$ cat src/rtl/if_id_queue.sv
// ---------------------------------------------------------------------------
// if_id_queue
//   DEPTH-entry FIFO on the IF->ID boundary. Fetch pushes {pc, instr} with
//   valid/ready; decode pops the head with valid/ready. The head is shown
//   first-word-fall-through from registered storage. When the queue is empty,
//   the head is masked to pc=0 / instr=NOP. A flush (redirect) empties the
//   queue in one edge.
//
// Ports
//   clk, rst_n            clock (rising edge), synchronous active-low reset
//   if_valid / if_ready   fetch handshake; if_ready = ~full (registered)
//   if_pc, if_instr       fetched PC / instruction
//   flush                 drop every entry, including same-cycle push/pop
//   id_ready / id_valid   decode handshake; id_valid = ~empty
//   id_pc, id_instr       head entry (0 / NOP when empty)
//   rs1_raddr, rs2_raddr  register-file read addresses sliced from id_instr
//   rd_waddr              destination register sliced from id_instr
//   count                 number of entries held
// ---------------------------------------------------------------------------
module if_id_queue #(
    parameter int                 PC_W    = 32,
    parameter int                 INSTR_W = 32,
    parameter int                 DEPTH   = 2,   // power of two, >= 2
    parameter logic [INSTR_W-1:0] NOP     = INSTR_W'(32'h0000_0013)
) (
    input  logic                         clk,
    input  logic                         rst_n,
    input  logic                         if_valid,
    output logic                         if_ready,
    input  logic [PC_W-1:0]              if_pc,
    input  logic [INSTR_W-1:0]           if_instr,
    input  logic                         flush,
    input  logic                         id_ready,
    output logic                         id_valid,
    output logic [PC_W-1:0]              id_pc,
    output logic [INSTR_W-1:0]           id_instr,
    output logic [4:0]                   rs1_raddr,
    output logic [4:0]                   rs2_raddr,
    output logic [4:0]                   rd_waddr,
    output logic [$clog2(DEPTH+1)-1:0]   count
);

    localparam int PTR_W = $clog2(DEPTH);
    localparam int CNT_W = $clog2(DEPTH+1);

    typedef struct packed {
        logic [PC_W-1:0]    pc;
        logic [INSTR_W-1:0] instr;
    } entry_t;

    entry_t             mem_q [DEPTH];
    entry_t             mem_d [DEPTH];
    logic [PTR_W-1:0]   wr_ptr_q, wr_ptr_d;
    logic [PTR_W-1:0]   rd_ptr_q, rd_ptr_d;
    logic [CNT_W-1:0]   count_q,  count_d;

    logic               empty, full, push, pop;
    entry_t             head;

    // Both handshakes depend only on registered count. A pop in the same
    // cycle never opens a slot for a push, so there is no id_ready->if_ready path.
    assign empty    = (count_q == '0);
    assign full     = (count_q == CNT_W'(DEPTH));
    assign if_ready = ~full;
    assign id_valid = ~empty;

    assign push = if_valid & if_ready & ~flush;
    assign pop  = id_valid & id_ready & ~flush;

    always_comb begin
        mem_d    = mem_q;
        wr_ptr_d = wr_ptr_q;
        rd_ptr_d = rd_ptr_q;
        count_d  = count_q;
        if (flush) begin
            wr_ptr_d = '0;
            rd_ptr_d = '0;
            count_d  = '0;
        end else begin
            if (push) begin
                mem_d[wr_ptr_q] = '{pc: if_pc, instr: if_instr};
                // DEPTH is a power of two, so the pointer wraps by overflow.
                wr_ptr_d        = wr_ptr_q + PTR_W'(1);
            end
            if (pop) begin
                rd_ptr_d = rd_ptr_q + PTR_W'(1);
            end
            count_d = count_q + CNT_W'(push) - CNT_W'(pop);
        end
    end

    // Storage is not reset. Stale contents are hidden by the empty mask.
    always_ff @(posedge clk) begin
        mem_q <= mem_d;
    end

    always_ff @(posedge clk) begin
        if (!rst_n) begin
            wr_ptr_q <= '0;
            rd_ptr_q <= '0;
            count_q  <= '0;
        end else begin
            wr_ptr_q <= wr_ptr_d;
            rd_ptr_q <= rd_ptr_d;
            count_q  <= count_d;
        end
    end

    assign head      = mem_q[rd_ptr_q];
    assign id_pc     = empty ? '0  : head.pc;
    assign id_instr  = empty ? NOP : head.instr;
    assign rs1_raddr = id_instr[19:15];
    assign rs2_raddr = id_instr[24:20];
    assign rd_waddr  = id_instr[11:7];
    assign count     = count_q;

endmodule
$ cat config.mk
export PLATFORM = sky130hd
export DESIGN_NAME = if_id_queue
export DESIGN_NICKNAME = d
export VERILOG_FILES = /design/src/rtl/if_id_queue.sv
export SDC_FILE = /design/constraint.sdc
export NUM_CORES = 1
export LEC_CHECK = 0
export ABC_AREA = 1
export CAP_MARGIN = 20
export CORE_ASPECT_RATIO = 0.6
export CORE_MARGIN = 10
export CORE_UTILIZATION = 50
export DETAILED_ROUTE_END_ITERATION = 12
export GPL_TIMING_DRIVEN = 0
export PLACE_DENSITY = 0.86
export SLEW_MARGIN = 20
export SYNTH_ARGS = -nofsm -noshare
export SYNTH_HDL_FRONTEND = slang
export SYNTH_SLANG_ARGS = --single-unit
$ cat constraint.sdc
create_clock -name clk -period 7.7 [get_ports clk]
set_input_delay 1.155 -clock clk [delete_from_list [all_inputs] [get_ports clk]]
set_output_delay 1.155 -clock clk [all_outputs]
set_load 0.01 [all_outputs]
=== Yosys cells after proc, flatten, opt, wreduce, memory -nomap -nowiden ===
Index checks and enable logic that the tools add are counted.

* Bitwise logic cells: 10
* Equal/unequal tests: 1
* Reduce and logical (&&, ||, !) cells: 4
* Add/subtract/negate cells: 4
* Magnitude comparators: 3
* Mux-type cells: 8

{| class="wikitable"
|+ Operator list
! kind !! count
|-
| 2-to-1 mux 64 bit || 4
|-
| bitwise mux 128 bit || 1
|-
| demux 64 bit (select 1 bit) || 1
|-
| 2-to-1 mux 32 bit || 2
|-
| AND 1 bit || 4
|-
| >= comparator 2 bit (second input constant) || 2
|-
| inverter 1 bit || 4
|-
| inverter 1 -> 2 bit || 2
|-
| adder 1 bit (second input constant) || 2
|-
| adder 2 x 1 -> 2 bit || 1
|-
| == test 2 bit (second input constant) || 1
|-
| zero test 2 bit || 1
|-
| < comparator 2 x 1 -> 1 bit (second input constant) || 1
|-
| AND reduction 2 bit || 1
|-
| OR reduction 2 bit || 1
|-
| subtractor 2 x 1 -> 2 bit || 1
|-
| logical AND 1 bit || 1
|}

* Word-level logic and storage cells: 37
* Output and inout bits: 83
* Bits of input ports: 69
* Bits in registers: 132

=== Longest topological paths before layout ===
* Word-level depth: 6
* Mapped depth: 11
* Gate-level depth less buffers: 11

=== Least setup slack after synthesis ===
OpenSTA, ideal clock, no wires.

* Path type: input port to flip-flop
* From: in if_valid
* To: reg mem_q[100] (netlist name) (enable)
* Required time: 7,214 ps
* Stages: 4
* Buffers on the path: 0
* Data arrival time: 4,084 ps
* Setup time: 486 ps
* Slack: 3,130 ps
* Cell sequence: inv_1 nor2_1 nand2_1 nor2_1

* Longest elaborated chain between the ends: 3

{| class="wikitable"
|+ Ends and longest elaborated chain
! element !! line !! source
|-
| start, declared || 28 || <nowiki>input logic if_valid,</nowiki>
|-
| AND 1 bit (2 in a row) || 67 || <nowiki>assign push = if_valid & if_ready & ~flush;</nowiki>
|-
| AND reduction 2 bit (no line) || - ||
|-
| end signal, assigned || 94 || <nowiki>mem_q <= mem_d;</nowiki>
|-
| end, declared || 51 || <nowiki>entry_t mem_q [DEPTH];</nowiki>
|}

Every way passes these cells.
A chain may end at the register's enable or synchronous reset.

=== Worst setup path after layout ===
* From: reg rd_ptr_q
* To: out rd_waddr[1]

* Longest elaborated chain between the ends: 5

{| class="wikitable"
|+ Ends and longest elaborated chain
! element !! line !! source
|-
| start, declared || 54 || <nowiki>logic [PTR_W-1:0] rd_ptr_q, rd_ptr_d;</nowiki>
|-
| start signal, assigned || 104 || <nowiki>rd_ptr_q <= rd_ptr_d;</nowiki>
|-
| inverter 1 -> 2 bit (not written as such) || 109 || <nowiki>assign head = mem_q[rd_ptr_q];</nowiki>
|-
| 2-to-1 mux 64 bit (not written as such) (3 in a row) || 109 ||
|-
| 2-to-1 mux 32 bit || 111 || <nowiki>assign id_instr = empty ? NOP : head.instr;</nowiki>
|-
| end, declared || 39 || <nowiki>output logic [4:0] rd_waddr,</nowiki>
|}

Every way passes these cells. The select of a mux whose other input is x is not followed.

==> out/results.ini <==
[status]
outcome=finished, final reports clean

[synthesis]
avgSynthCellArea_um2=13.0
yosys.area.top_type_share_pct=74.9
synth_area_leaders=edfxtp_1, nand2_1, a21oi_1
synth_top_family_by_area=simple AND/OR/NAND/NOR gates
synth_top_area_cell=edfxtp_1
synthArstFlopShare_pct=0
netlist_area_mm2=0.00513
synthFlopType=edfxtp_1
synth-seq-cells=132
synth_compound_area_share_pct=6.14
synth-edff-count=128
yosys.area_share.simple_pct=11.5
synthAdderAreaFrac_pct=0.488
synth_cell_types=14
syn_inst=396
synth_nets=467
synth.area.mux_share_pct=0
yosysWarnings=0
synth.yosys.seq_area_share_pct=76.5
synthXorXnorAreaFrac_pct=0

[sta]
layout_min_cycle_time_ns=3.40
fin_ws_ns=4.30
hold_viol_final=0
final.setup.tns_ns=0
max_slew_margin_pct=49.9
setup_violations=0
fmax_mhz=294
finClkSkew_ns=0.00666
finalCritPeriodShare_pct=44.1
rsz0062_at_grt=no
worst_pin_slew_ns=0.749
drv_slew=0

[detailed_routing]
met2_length_um=6440
drt-total-wl_um=13200
dr.first_iter.drc_count=227
vias=3567
post_drt_via_cell_ratio=4.98
drtPass1Iterations=5
met1Wirelength_um=5540
drtAntennaViolNets=0
wl_met3_um=1140
top_layer_used=met4
wl_per_cell_um=18.4
drcViolationCount=0

[clock_network]
clkLatencyLatePin_ns=0.40
ctsResizeCount=0
cts_tree=built
hold_buffers=0
cts_root_buf=clkbuf_16
cts_setup_buffers=0
clockBufferDepth=2
cts_max_level=4
clkTransAtPathRegs_ns=0.05
cts_sinks=132
cts_buffers=17

[setup_path]
ff2ff_setup_slack_ns=5.78
r2r_start=count[0]$_SDFF_PP0_
crit_arrival_ns=2.24
cp-start-kind=flop
crit_path_end_kind=output pin
slowest_delay_ns=0.53
required_ns=6.55
worst-r2r-cell-count=5
path_class=reg -> out
r2r_end=mem_q[90]$_DFFE_PP_
path_cells=inv_2 -> buf_2 -> nand2_1 -> a21oi_1 -> buf_4 -> clkdlybuf4s50_1
cpMaxStageDelayCell=clkdlybuf4s50_1
path_max_fanout=10

[floorplanning]
io_pins=152
die_x_um=151
die_h_um=98.5
rows=28
initial_core_util_pct=51.6
dieArea_mm2=0.0148
fp.coreArea_mm2=0.00995

[global_route]
grt_overflow_total=0
grt_pass1_vias=3827
antenna_found_initial=0
grt_max_degree=38
grt_use_total_pct=17.5
grt_pass1_wl_um=20100

[power_and_ir_drop]
p_clk_share_pct=45.9
p_int_mw=1.39
pwr_density_cell_mw_per_mm2=232
p_sw_uw=348
power_mw=1.73
switching_share_pct=20.1
power_frac_seq_pct=47.0
peakVddDrop_uv=185
leakage_nw=2.69
p_comb_share_pct=7.1

[finish]
drive_gt1_share_pct=12.2
diodes=0
n_fill_cell=626
final_common_cell=clkdlybuf4s50_1
nNetsFinal=640
syn_to_final_growth_pct=45.7
layout_common_cells=clkdlybuf4s50_1, nand2_1, edfxtp_1

[placement]
pre_cts_ws_ns=4.48
dp_hpwl_um=9450
io_buffers=151
gp_congestion=0.830

[job]
max_cap_viol_count=0

[worst_hold_path]
whs_path_depth=2
hp-class=reg -> reg
hold_start=wr_ptr_q$_SDFFE_PP0N_
min_to=wr_ptr_q$_SDFFE_PP0N_

[cell families after synthesis]
| kind of cell | after synthesis |
|---|---|
| simple gates | 154 |
| compound gates | 63 |
| flops | 132 |
| buf+inv | 45 |
| fa+ha+maj | 2 |
[area by class of cell]
| cell class | instances | area (µm²) | share of cell area, % |
|---|---|---|---|
| buffer | 34 | 235 | 3.15 |
| tap | 135 | 169 | 2.26 |
| sequential | 132 | 3920 | 52.5 |
| inverter | 11 | 43.8 | 0.586 |
| clock inverter | 13 | 160 | 2.14 |
| timing repair buffer | 154 | 1580 | 21.1 |
| multi-input combinational | 219 | 938 | 12.5 |
| clock buffer | 18 | 429 | 5.74 |
[flip-flops by register name (all words and copies together) (netlist names)]
register,flops
count,2
rd_ptr_q,1
mem_q,128
wr_ptr_q,1
[through the flow]
stage          util [%]  instance area, µm²  hold WS, ns  instances
6_report           75.2                7480        0.564        716
5_1_grt            75.2                7480        0.578        716
4_1_cts            75.2                7480        0.565        716
3_5_place_dp       69.2                6890        0.557        685
3_3_place_gp       68.5                6810        0.494        682
2_1_floorplan         -                5130        0.475        396
[cells in the mapped netlist (2+ instances only)]
cell        n
nor2_1      9
inv_1      10
buf_6       4
nand3_1     6
buf_2      14
a21oi_1    63
edfxtp_1  128
dfxtp_1     4
ha_1        2
nand2_1   137
buf_4      16
[critical path: cells and delay by family (launching register included)]
| kind | cells | cell delay [ns] |
|---|---|---|
| buffers and inverters | 4 | 1.15 |
| flip-flops | 1 | 0.34 |
| AO/OA/AOI/OAI | 1 | 0.27 |
| AND/OR/NAND/NOR | 1 | 0.08 |
[power groups by stage]
stage          registers (mW)  clock network [mW]  logic, mW
6_report                0.816               0.795      0.123
5_1_grt                 0.817               0.840      0.132
4_1_cts                 0.816               0.805      0.125
3_5_place_dp            0.830                   0      0.124
3_3_place_gp            0.832                   0      0.115
2_1_floorplan           0.831                   0     0.0399
[per-layer routing]
layer | up-vias | GRT usage [%]
li1 | 1716 | -
met1 | 1716 | 20.8
met2 | 127 | 28.7
met3 | 8 | 6.89
met4 | 0 | 5.75
met5 | - | 0
[worst max path at each step]
| stage | startpoint | endpoint | slack (ns) | cells after the start |
|---|---|---|---|---|
| 3_3_place_gp | flush | mem_q[93]$_DFFE_PP_ | 1.32 | 4 |
| 5_1_grt | rd_ptr_q$_SDFFE_PP0P_ | rd_waddr[1] | 4.21 | 6 |
| 6_report | rd_ptr_q$_SDFFE_PP0P_ | rd_waddr[1] | 4.30 | 6 |
| 4_1_cts | rd_ptr_q$_SDFFE_PP0P_ | rd_waddr[1] | 4.28 | 6 |
| 3_5_place_dp | flush | mem_q[93]$_DFFE_PP_ | 4.48 | 5 |
| 2_1_floorplan | if_valid | mem_q[100]$_DFFE_PP_ | 3.13 | 4 |
Power figures use the tool's default switching activity.
